**config.mk**
```make
export PLATFORM = sky130hd
export DESIGN_NAME = sort_chain_ctrl_flat
export DESIGN_NICKNAME = d
export VERILOG_FILES = /design/src/rtl/sort_chain_ctrl_if.sv /design/src/rtl/sort_chain_ctrl.sv /design/src/flat_wrapper.sv
export SDC_FILE = /design/constraint.sdc
export NUM_CORES = 1
export LEC_CHECK = 0
export BUFFER_PORTS_ARGS = -buffer_cell sky130_fd_sc_hd__buf_2
export CAP_MARGIN = 20
export CORE_ASPECT_RATIO = 0.6
export CORE_MARGIN = 1.5
export CORE_UTILIZATION = 50
export DETAILED_ROUTE_END_ITERATION = 10
export PLACE_DENSITY = 0.76
export SETUP_SLACK_MARGIN = 0.4
export SYNTH_ARGS = -nofsm -noshare
export SYNTH_HDL_FRONTEND = slang
export SYNTH_SLANG_ARGS = --single-unit
```
**constraint.sdc**
```tcl
create_clock -name clk -period 3.75 [get_ports clk]
set_input_delay 0.5625 -clock clk [delete_from_list [all_inputs] [get_ports clk]]
set_output_delay 0.5625 -clock clk [all_outputs]
set_load 0.03 [all_outputs]
```
**src/rtl/sort_chain_ctrl_if.sv**
```systemverilog
// Connection record shared with the sort nodes, plus the valid/ready/last
// stream interface used for both the candidate input and the result output.
package sort_chain_pkg;
   typedef struct packed {
      logic [15:0] distance;
      logic [9:0]  pointa;
      logic [9:0]  pointb;
   } conn_t;
endpackage

interface sort_chain_ctrl_if;
   import sort_chain_pkg::*;
   conn_t conn;
   logic  vld;
   logic  last;
   logic  rdy;
   modport master (output conn, vld, last, input rdy);
   modport slave  (input conn, vld, last, output rdy);
endinterface

```
**src/rtl/sort_chain_ctrl.sv**
```systemverilog
// Sequencer for a linear sort-node chain: clear, fill, settle, read pulse,
// then drain the sorted results through a small FWFT skid buffer.
module sort_chain_ctrl
   import sort_chain_pkg::*;
#(
   parameter int DEPTH      = 16,
   parameter int CNT_W      = 20,
   parameter int SKID_DEPTH = 4
) (
   input  logic               clk,
   input  logic               rst_n,
   input  logic               i_start,
   sort_chain_ctrl_if.slave   i_in,
   sort_chain_ctrl_if.master  o_out,
   output logic               o_chain_rst_n,
   output conn_t              o_chain_conn,
   output logic               o_chain_vld,
   output logic               o_chain_read,
   output logic               o_chain_fwd_rdy,
   input  conn_t              i_chain_out_conn,
   input  logic               i_chain_out_vld,
   output logic               o_busy,
   output logic               o_done,
   output logic [CNT_W-1:0]   o_in_count
);
   localparam int TMR_W = $clog2(DEPTH + 2);
   localparam int PTR_W = (SKID_DEPTH > 1) ? $clog2(SKID_DEPTH) : 1;
   localparam int OCC_W = $clog2(SKID_DEPTH + 1);
   localparam int RES_W = $clog2(DEPTH + 1);
   localparam logic [TMR_W-1:0] SETTLE_LAST = TMR_W'(DEPTH);
   localparam logic [OCC_W-1:0] OCC_FULL    = OCC_W'(SKID_DEPTH);
   localparam logic [OCC_W-1:0] OCC_HI      = OCC_W'(SKID_DEPTH - 2);
   localparam logic [PTR_W-1:0] PTR_LAST    = PTR_W'(SKID_DEPTH - 1);

   typedef enum logic [2:0] {
      S_IDLE, S_CLR, S_FILL, S_SETTLE, S_READ, S_DRAIN, S_DONE
   } state_t;

   state_t           r_state, w_nxt;
   logic [TMR_W-1:0] r_tmr;
   logic             r_chain_rst_n, r_chain_vld, r_fwd_rdy;
   conn_t            r_chain_conn;
   logic [CNT_W-1:0] r_cnt;
   conn_t            r_buf [SKID_DEPTH];
   logic [PTR_W-1:0] r_wp, r_rp;
   logic [OCC_W-1:0] r_occ;
   logic [RES_W-1:0] r_pushed, r_popped;
   logic [RES_W-1:0] w_exp;
   logic             w_in_rdy, w_acc, w_push, w_pop, w_last, w_final, w_job_clr;
   logic             w_busy, w_done, w_read;

   assign w_exp     = (r_cnt >= CNT_W'(DEPTH)) ? RES_W'(DEPTH) : RES_W'(r_cnt);
   assign w_acc     = w_in_rdy && i_in.vld;
   assign w_job_clr = (r_state == S_IDLE) && i_start;
   // Results beyond the expected count are dropped at the buffer input.
   assign w_push    = (r_state == S_DRAIN) && i_chain_out_vld && (r_pushed != w_exp);
   assign w_pop     = (r_occ != '0) && o_out.rdy;
   assign w_last    = (r_occ != '0) && ((r_popped + RES_W'(1)) == w_exp);
   assign w_final   = (r_state == S_DRAIN) && w_pop && w_last;

   always_comb begin
      w_nxt    = r_state;
      w_in_rdy = 1'b0;
      w_busy   = (r_state != S_IDLE);
      w_done   = 1'b0;
      w_read   = 1'b0;
      unique case (r_state)
         S_IDLE:   if (i_start) w_nxt = S_CLR;
         S_CLR:    if (r_tmr == TMR_W'(1)) w_nxt = S_FILL;
         S_FILL: begin
            w_in_rdy = 1'b1;
            if (w_acc && i_in.last) w_nxt = S_SETTLE;
         end
         S_SETTLE: if (r_tmr == SETTLE_LAST) w_nxt = S_READ;
         S_READ: begin
            w_read = 1'b1;
            w_nxt  = S_DRAIN;
         end
         S_DRAIN:  if (w_final) w_nxt = S_DONE;
         S_DONE: begin
            w_done = 1'b1;
            w_nxt  = S_IDLE;
         end
         default:  w_nxt = S_IDLE;
      endcase
   end

   always_ff @(posedge clk or negedge rst_n) begin
      if (!rst_n) begin
         r_state       <= S_IDLE;
         r_tmr         <= '0;
         r_chain_rst_n <= 1'b0;
         r_chain_vld   <= 1'b0;
         r_chain_conn  <= '0;
         r_fwd_rdy     <= 1'b0;
         r_cnt         <= '0;
      end else begin
         r_state       <= w_nxt;
         r_tmr         <= (r_state != w_nxt) ? '0 : r_tmr + TMR_W'(1);
         r_chain_rst_n <= (w_nxt != S_CLR);
         r_chain_vld   <= w_acc;
         if (w_acc) r_chain_conn <= i_in.conn;
         // One-cycle lag on occupancy is covered by the two spare entries.
         r_fwd_rdy     <= (w_nxt == S_DRAIN) && (r_occ <= OCC_HI);
         if (w_job_clr)
            r_cnt <= '0;
         else if (w_acc && (r_cnt != '1))
            r_cnt <= r_cnt + CNT_W'(1);
      end
   end

   always_ff @(posedge clk or negedge rst_n) begin
      if (!rst_n) begin
         r_wp     <= '0;
         r_rp     <= '0;
         r_occ    <= '0;
         r_pushed <= '0;
         r_popped <= '0;
      end else if (w_job_clr) begin
         r_wp     <= '0;
         r_rp     <= '0;
         r_occ    <= '0;
         r_pushed <= '0;
         r_popped <= '0;
      end else begin
         if (w_push) begin
            r_wp     <= (r_wp == PTR_LAST) ? '0 : r_wp + PTR_W'(1);
            r_pushed <= r_pushed + RES_W'(1);
         end
         if (w_pop) begin
            r_rp     <= (r_rp == PTR_LAST) ? '0 : r_rp + PTR_W'(1);
            r_popped <= r_popped + RES_W'(1);
         end
         r_occ <= r_occ + OCC_W'(w_push) - OCC_W'(w_pop);
      end
   end

   always_ff @(posedge clk) begin
      if (w_push) r_buf[r_wp] <= i_chain_out_conn;
   end

   a_no_overflow: assert property (@(posedge clk) disable iff (!rst_n)
      !(w_push && (r_occ == OCC_FULL)));

   assign i_in.rdy        = w_in_rdy;
   assign o_out.conn      = r_buf[r_rp];
   assign o_out.vld       = (r_occ != '0);
   assign o_out.last      = w_last;
   assign o_chain_rst_n   = r_chain_rst_n;
   assign o_chain_conn    = r_chain_conn;
   assign o_chain_vld     = r_chain_vld;
   assign o_chain_read    = w_read;
   assign o_chain_fwd_rdy = r_fwd_rdy;
   assign o_busy          = w_busy;
   assign o_done          = w_done;
   assign o_in_count      = r_cnt;
endmodule

```
**src/flat_wrapper.sv**
```systemverilog
// flat-port wrapper written by rule: the top's interface ports become plain ports
module sort_chain_ctrl_flat import sort_chain_pkg::*;
#(
   parameter int DEPTH      = 16,
   parameter int CNT_W      = 20,
   parameter int SKID_DEPTH = 4
)
  (clk, rst_n, i_start, o_chain_rst_n, o_chain_conn, o_chain_vld, o_chain_read, o_chain_fwd_rdy, i_chain_out_conn, i_chain_out_vld, o_busy, o_done, o_in_count, i_in_conn, i_in_vld, i_in_last, i_in_rdy, o_out_conn, o_out_vld, o_out_last, o_out_rdy);
  sort_chain_ctrl_if i_in_i ();
  sort_chain_ctrl_if o_out_i ();
  input  logic clk;
  input  logic rst_n;
  input  logic i_start;
  output logic o_chain_rst_n;
  output conn_t o_chain_conn;
  output logic o_chain_vld;
  output logic o_chain_read;
  output logic o_chain_fwd_rdy;
  input  conn_t i_chain_out_conn;
  input  logic i_chain_out_vld;
  output logic o_busy;
  output logic o_done;
  output logic [CNT_W-1:0] o_in_count;
  input wire logic [$bits(i_in_i.conn)-1:0] i_in_conn;
  input wire logic [$bits(i_in_i.vld)-1:0] i_in_vld;
  input wire logic [$bits(i_in_i.last)-1:0] i_in_last;
  output wire logic [$bits(i_in_i.rdy)-1:0] i_in_rdy;
  output wire logic [$bits(o_out_i.conn)-1:0] o_out_conn;
  output wire logic [$bits(o_out_i.vld)-1:0] o_out_vld;
  output wire logic [$bits(o_out_i.last)-1:0] o_out_last;
  input wire logic [$bits(o_out_i.rdy)-1:0] o_out_rdy;
  assign i_in_i.conn = i_in_conn;
  assign i_in_i.vld = i_in_vld;
  assign i_in_i.last = i_in_last;
  assign i_in_rdy = i_in_i.rdy;
  assign o_out_conn = o_out_i.conn;
  assign o_out_vld = o_out_i.vld;
  assign o_out_last = o_out_i.last;
  assign o_out_i.rdy = o_out_rdy;
  sort_chain_ctrl #(.DEPTH(DEPTH), .CNT_W(CNT_W), .SKID_DEPTH(SKID_DEPTH)) u_core (.clk(clk), .rst_n(rst_n), .i_start(i_start), .i_in(i_in_i), .o_out(o_out_i), .o_chain_rst_n(o_chain_rst_n), .o_chain_conn(o_chain_conn), .o_chain_vld(o_chain_vld), .o_chain_read(o_chain_read), .o_chain_fwd_rdy(o_chain_fwd_rdy), .i_chain_out_conn(i_chain_out_conn), .i_chain_out_vld(i_chain_out_vld), .o_busy(o_busy), .o_done(o_done), .o_in_count(o_in_count));
endmodule
```
==> flow_metrics.env <==
export IMPL_outcome="finished, final reports clean"
export IMPL_maxSlewViolCount=0
export IMPL_worstPathRequired_ps=3190
export IMPL_syn_area_per_cell_um2=14.3
export IMPL_num_nets_final=953
export IMPL_insertedDiodeCount=0
export IMPL_die_height_um=110
export IMPL_p_sw_share_pct=37.2
export IMPL_ys_flop_type="edfxtp_1"
export IMPL_hpwl_um=12900
export IMPL_seq_area_frac_synth_pct=67.8
export IMPL_track_usage_pct=19.7
export IMPL_drive_above_1_share_pct=33.8
export IMPL_critical_path_max_stage_delay_ps=550
export IMPL_area_delta_synth_final_pct=21.2
export IMPL_via_per_inst=5.43
export IMPL_ys_ff_latch=228
export IMPL_fp_dieW_um=181
export IMPL_timing_hold_ws_ps=149
export IMPL_synth_top_area_share_pct=45.6
export IMPL_io_pins=180
export IMPL_worst_pin_slew_ps=854
export IMPL_switchingPower_mw=3.13
export IMPL_p_per_area_nw_per_um2=731
export IMPL_yosysMostFrequentCell="edfxtp_1"
export IMPL_fmax_mhz=284
export IMPL_arrival_ps=2960
export IMPL_worst_path_stages=6
export IMPL_maxCapViolCount=0
export IMPL_place_congestion=0.907
export IMPL_intPower_mw=5.27
export IMPL_cp_slowest_cell="or4_4"
export IMPL_grt_overflow_total=0
export IMPL_cp_startpoint="u_core.o_in_count[19]$_DFFE_PN0P_"
export IMPL_root_buffer="clkbuf_16"
export IMPL_r2r_cells=9
export IMPL_drtPass1Iterations=5
export IMPL_fin_crit_ps=3520
export IMPL_tns_ps=0
export IMPL_wire_per_inst_um=17.6
export IMPL_clock_path_buffers=3
export IMPL_yosysUniqueCellTypes=53
export IMPL_cts_tree="built"
export IMPL_syn_inst=665
export IMPL_path_buf_inv=1
export IMPL_worst_path_max_fanout=2
export IMPL_drc=0
export IMPL_finalHoldViolCount=0
export IMPL_synth_edf_count=144
export IMPL_cts_sinks=228
export IMPL_min_path_type="in2async"
export IMPL_crit_path_cell_trace="or4_4, or4_4, or3_4, a221oi_4, and2_4, buf_6"
export IMPL_grt_max_degree=60
export IMPL_portBuffers=179
export IMPL_dr_first_iter_drc_count=593
export IMPL_syn_nets=760
export IMPL_synth_area_um2=9480
export IMPL_cts_buffers=21
export IMPL_die_area_um2=19800
export IMPL_vdd_drop_max_mv=0.374
export IMPL_setup_viol=0
export IMPL_final_antenna_net_count=0
export IMPL_r2r_end="u_core.r_occ[1]$_DFF_PN0_"
export IMPL_via_count=6022
export IMPL_grt_antenna_before_repair=0
export IMPL_clk_pin_slew_ps=70
export IMPL_start_util_pct=51.8
export IMPL_core_area_um2=18300
export IMPL_rows=38
export IMPL_crit_family="simple AND/OR/NAND/NOR gates"
export IMPL_clockPowerShare_pct=24.1
export IMPL_endpoint_kind="output pin"
export IMPL_p_comb_share_pct=36.7
export IMPL_cp_start_kind="register"
export IMPL_fillCellCount=1387
export IMPL_synth_area_leaders="edfxtp_1, dfrtp_1, mux4_2"
export IMPL_leakage_nw=4.82
export IMPL_drt_wl_total_um=19500
export IMPL_criticalPathCategory="reg2out"
export IMPL_clk_latency_ps=490
export IMPL_synthArstFlopShare_pct=36.8
export IMPL_synthTopCellsByCount="edfxtp_1, nand2_1, dfrtp_1"
export IMPL_yosys_warnings=0
export IMPL_h_tree_depth=1
export IMPL_skew_ps=12.7
export IMPL_yosysTopAreaCell="edfxtp_1"
export IMPL_worst_r2r_setup_slack_ps=570
export IMPL_grt_pass1_wl_um=30500
export IMPL_rr_startpoint="u_core.o_in_count[19]$_DFFE_PN0P_"
export IMPL_slew_headroom_pct=42.7
export IMPL_rsz0062_at_grt="yes"
export IMPL_crit_top_cell="or4_4"
export IMPL_first_global_vias=5735
export IMPL_fin_crit_sh_pct=94.0
export IMPL_seqPwrFrac_pct=39.3
export IMPL_postCtsHoldBufs=0
## layout make-up
type	instances	area, µm²	share of cell area, %
clock buffer	23	533	4.64
clock inverter	12	113	0.980
inverter	19	71.3	0.621
multi-input combinational	385	2890	25.1
sequential	228	6430	56.0
tap	240	300	2.61
timing repair buffer	203	1150	9.99
## worst max path at each step
stage	end	slack, ps
5_1_grt	o_out_last	150
3_5_place_dp	u_core.r_buf[1][35]$_DFFE_PP_	360
4_1_cts	o_out_last	210
2_1_floorplan	u_core.r_buf[0][0]$_DFFE_PP_	420
6_report	o_out_last	230
3_3_place_gp	o_out_last	410
## worst register-to-register path: cells and delay by family (launching register included)
family,cells,cell delay (ps)
AO/OA/AOI/OAI,1,300
adder cells (fa/ha/maj),2,560
buffers and inverters,2,290
flip-flops,1,390
AND/OR/NAND/NOR,4,1540
## power groups by stage
stage	Combinational [mW]	Sequential, mW	Clock [mW]
floorplan	1.89	3.63	0
global placement	3.00	3.34	0
detailed placement	3.03	3.35	0
CTS	3.11	3.30	2.08
global route	3.32	3.35	2.18
finish	3.08	3.30	2.02
## cells in the final DEF (no fill, tap or decap), types with 4 or more instances in the layout
| cell type | Yosys | layout |
|---|---|---|
| mux2i_1 | 8 | 8 |
| edfxtp_1 | 144 | 144 |
| buf_2 | 1 | 177 |
| mux4_2 | 36 | 36 |
| buf_4 | 0 | 20 |
| o21ai_1 | 5 | 5 |
| a211oi_1 | 8 | 8 |
| nand4_1 | 9 | 9 |
| dfrtp_1 | 84 | 77 |
| buf_12 | 0 | 5 |
| or4_1 | 9 | 4 |
| nand2b_1 | 5 | 5 |
| ha_1 | 15 | 15 |
| o21ai_0 | 10 | 10 |
| nand3_1 | 10 | 10 |
| nand2_1 | 135 | 135 |
| and3_1 | 6 | 6 |
| a21oi_1 | 19 | 19 |
| xnor2_1 | 4 | 4 |
| clkinv_1 | 1 | 5 |
| nor3_1 | 6 | 6 |
| xor2_1 | 14 | 14 |
| inv_1 | 17 | 17 |
| nor2_1 | 26 | 26 |
| or4_4 | 0 | 5 |
| and3b_1 | 4 | 4 |
| dfrtp_2 | 0 | 7 |
| or3_1 | 9 | 9 |
| clkbuf_16 | 0 | 21 |
## kinds of logic after synthesis
family | Yosys count | share of synthesized area, %
AND/OR/NAND/NOR | 239 | 11.9
XOR/XNOR | 18 | 1.66
flip-flops | 228 | 67.8
multiplexers | 47 | 9.75
buffers and inverters | 52 | 2.07
AO/OA/AOI/OAI | 65 | 4.67
adder cells (fa/ha/maj) | 16 | 2.19
## through the flow
step | worst slack, ps | util, % | total power [mW] | area [µm²] | std cells
2_1_floorplan | 420 | - | 5.52 | 9490 | 665
3_3_place_gp | 410 | 58.6 | 6.33 | 10700 | 1064
3_5_place_dp | 364 | 58.6 | 6.38 | 10700 | 1064
4_1_cts | 212 | 62.7 | 8.49 | 11500 | 1110
5_1_grt | 147 | 62.8 | 8.86 | 11500 | 1110
6_report | 225 | 62.8 | 8.39 | 11500 | 1110
## per-layer routing
metal	share of wire [%]	global-route usage [%]	up-vias
met3	6.7	4.01	37
met2	45	29.6	204
li1	-	-	2832
met5	0	0	-
met1	47	29.9	2949
met4	1.7	4.08	0
## timing repair
item | CTS | global route
pin swaps | 5 | 1
gates resized for setup | 10 | 5
endpoints found under the setup margin | 55 | 55
buffers inserted | 11 | 0
## sequential cells by signal, indices dropped and copies added, names as in the netlist
signal and flops:
u_core.o_chain_fwd_rdy 1, u_core.r_buf 144, u_core.o_chain_vld 1, u_core.o_chain_rst_n 1
u_core.r_tmr 5, u_core.o_chain_conn 36, u_core.r_popped 5, u_core.r_wp 2
u_core.r_rp 2, u_core.r_pushed 5, u_core.r_occ 3, u_core.r_state 3
u_core.o_in_count 20
Power figures use the tool's default switching activity.
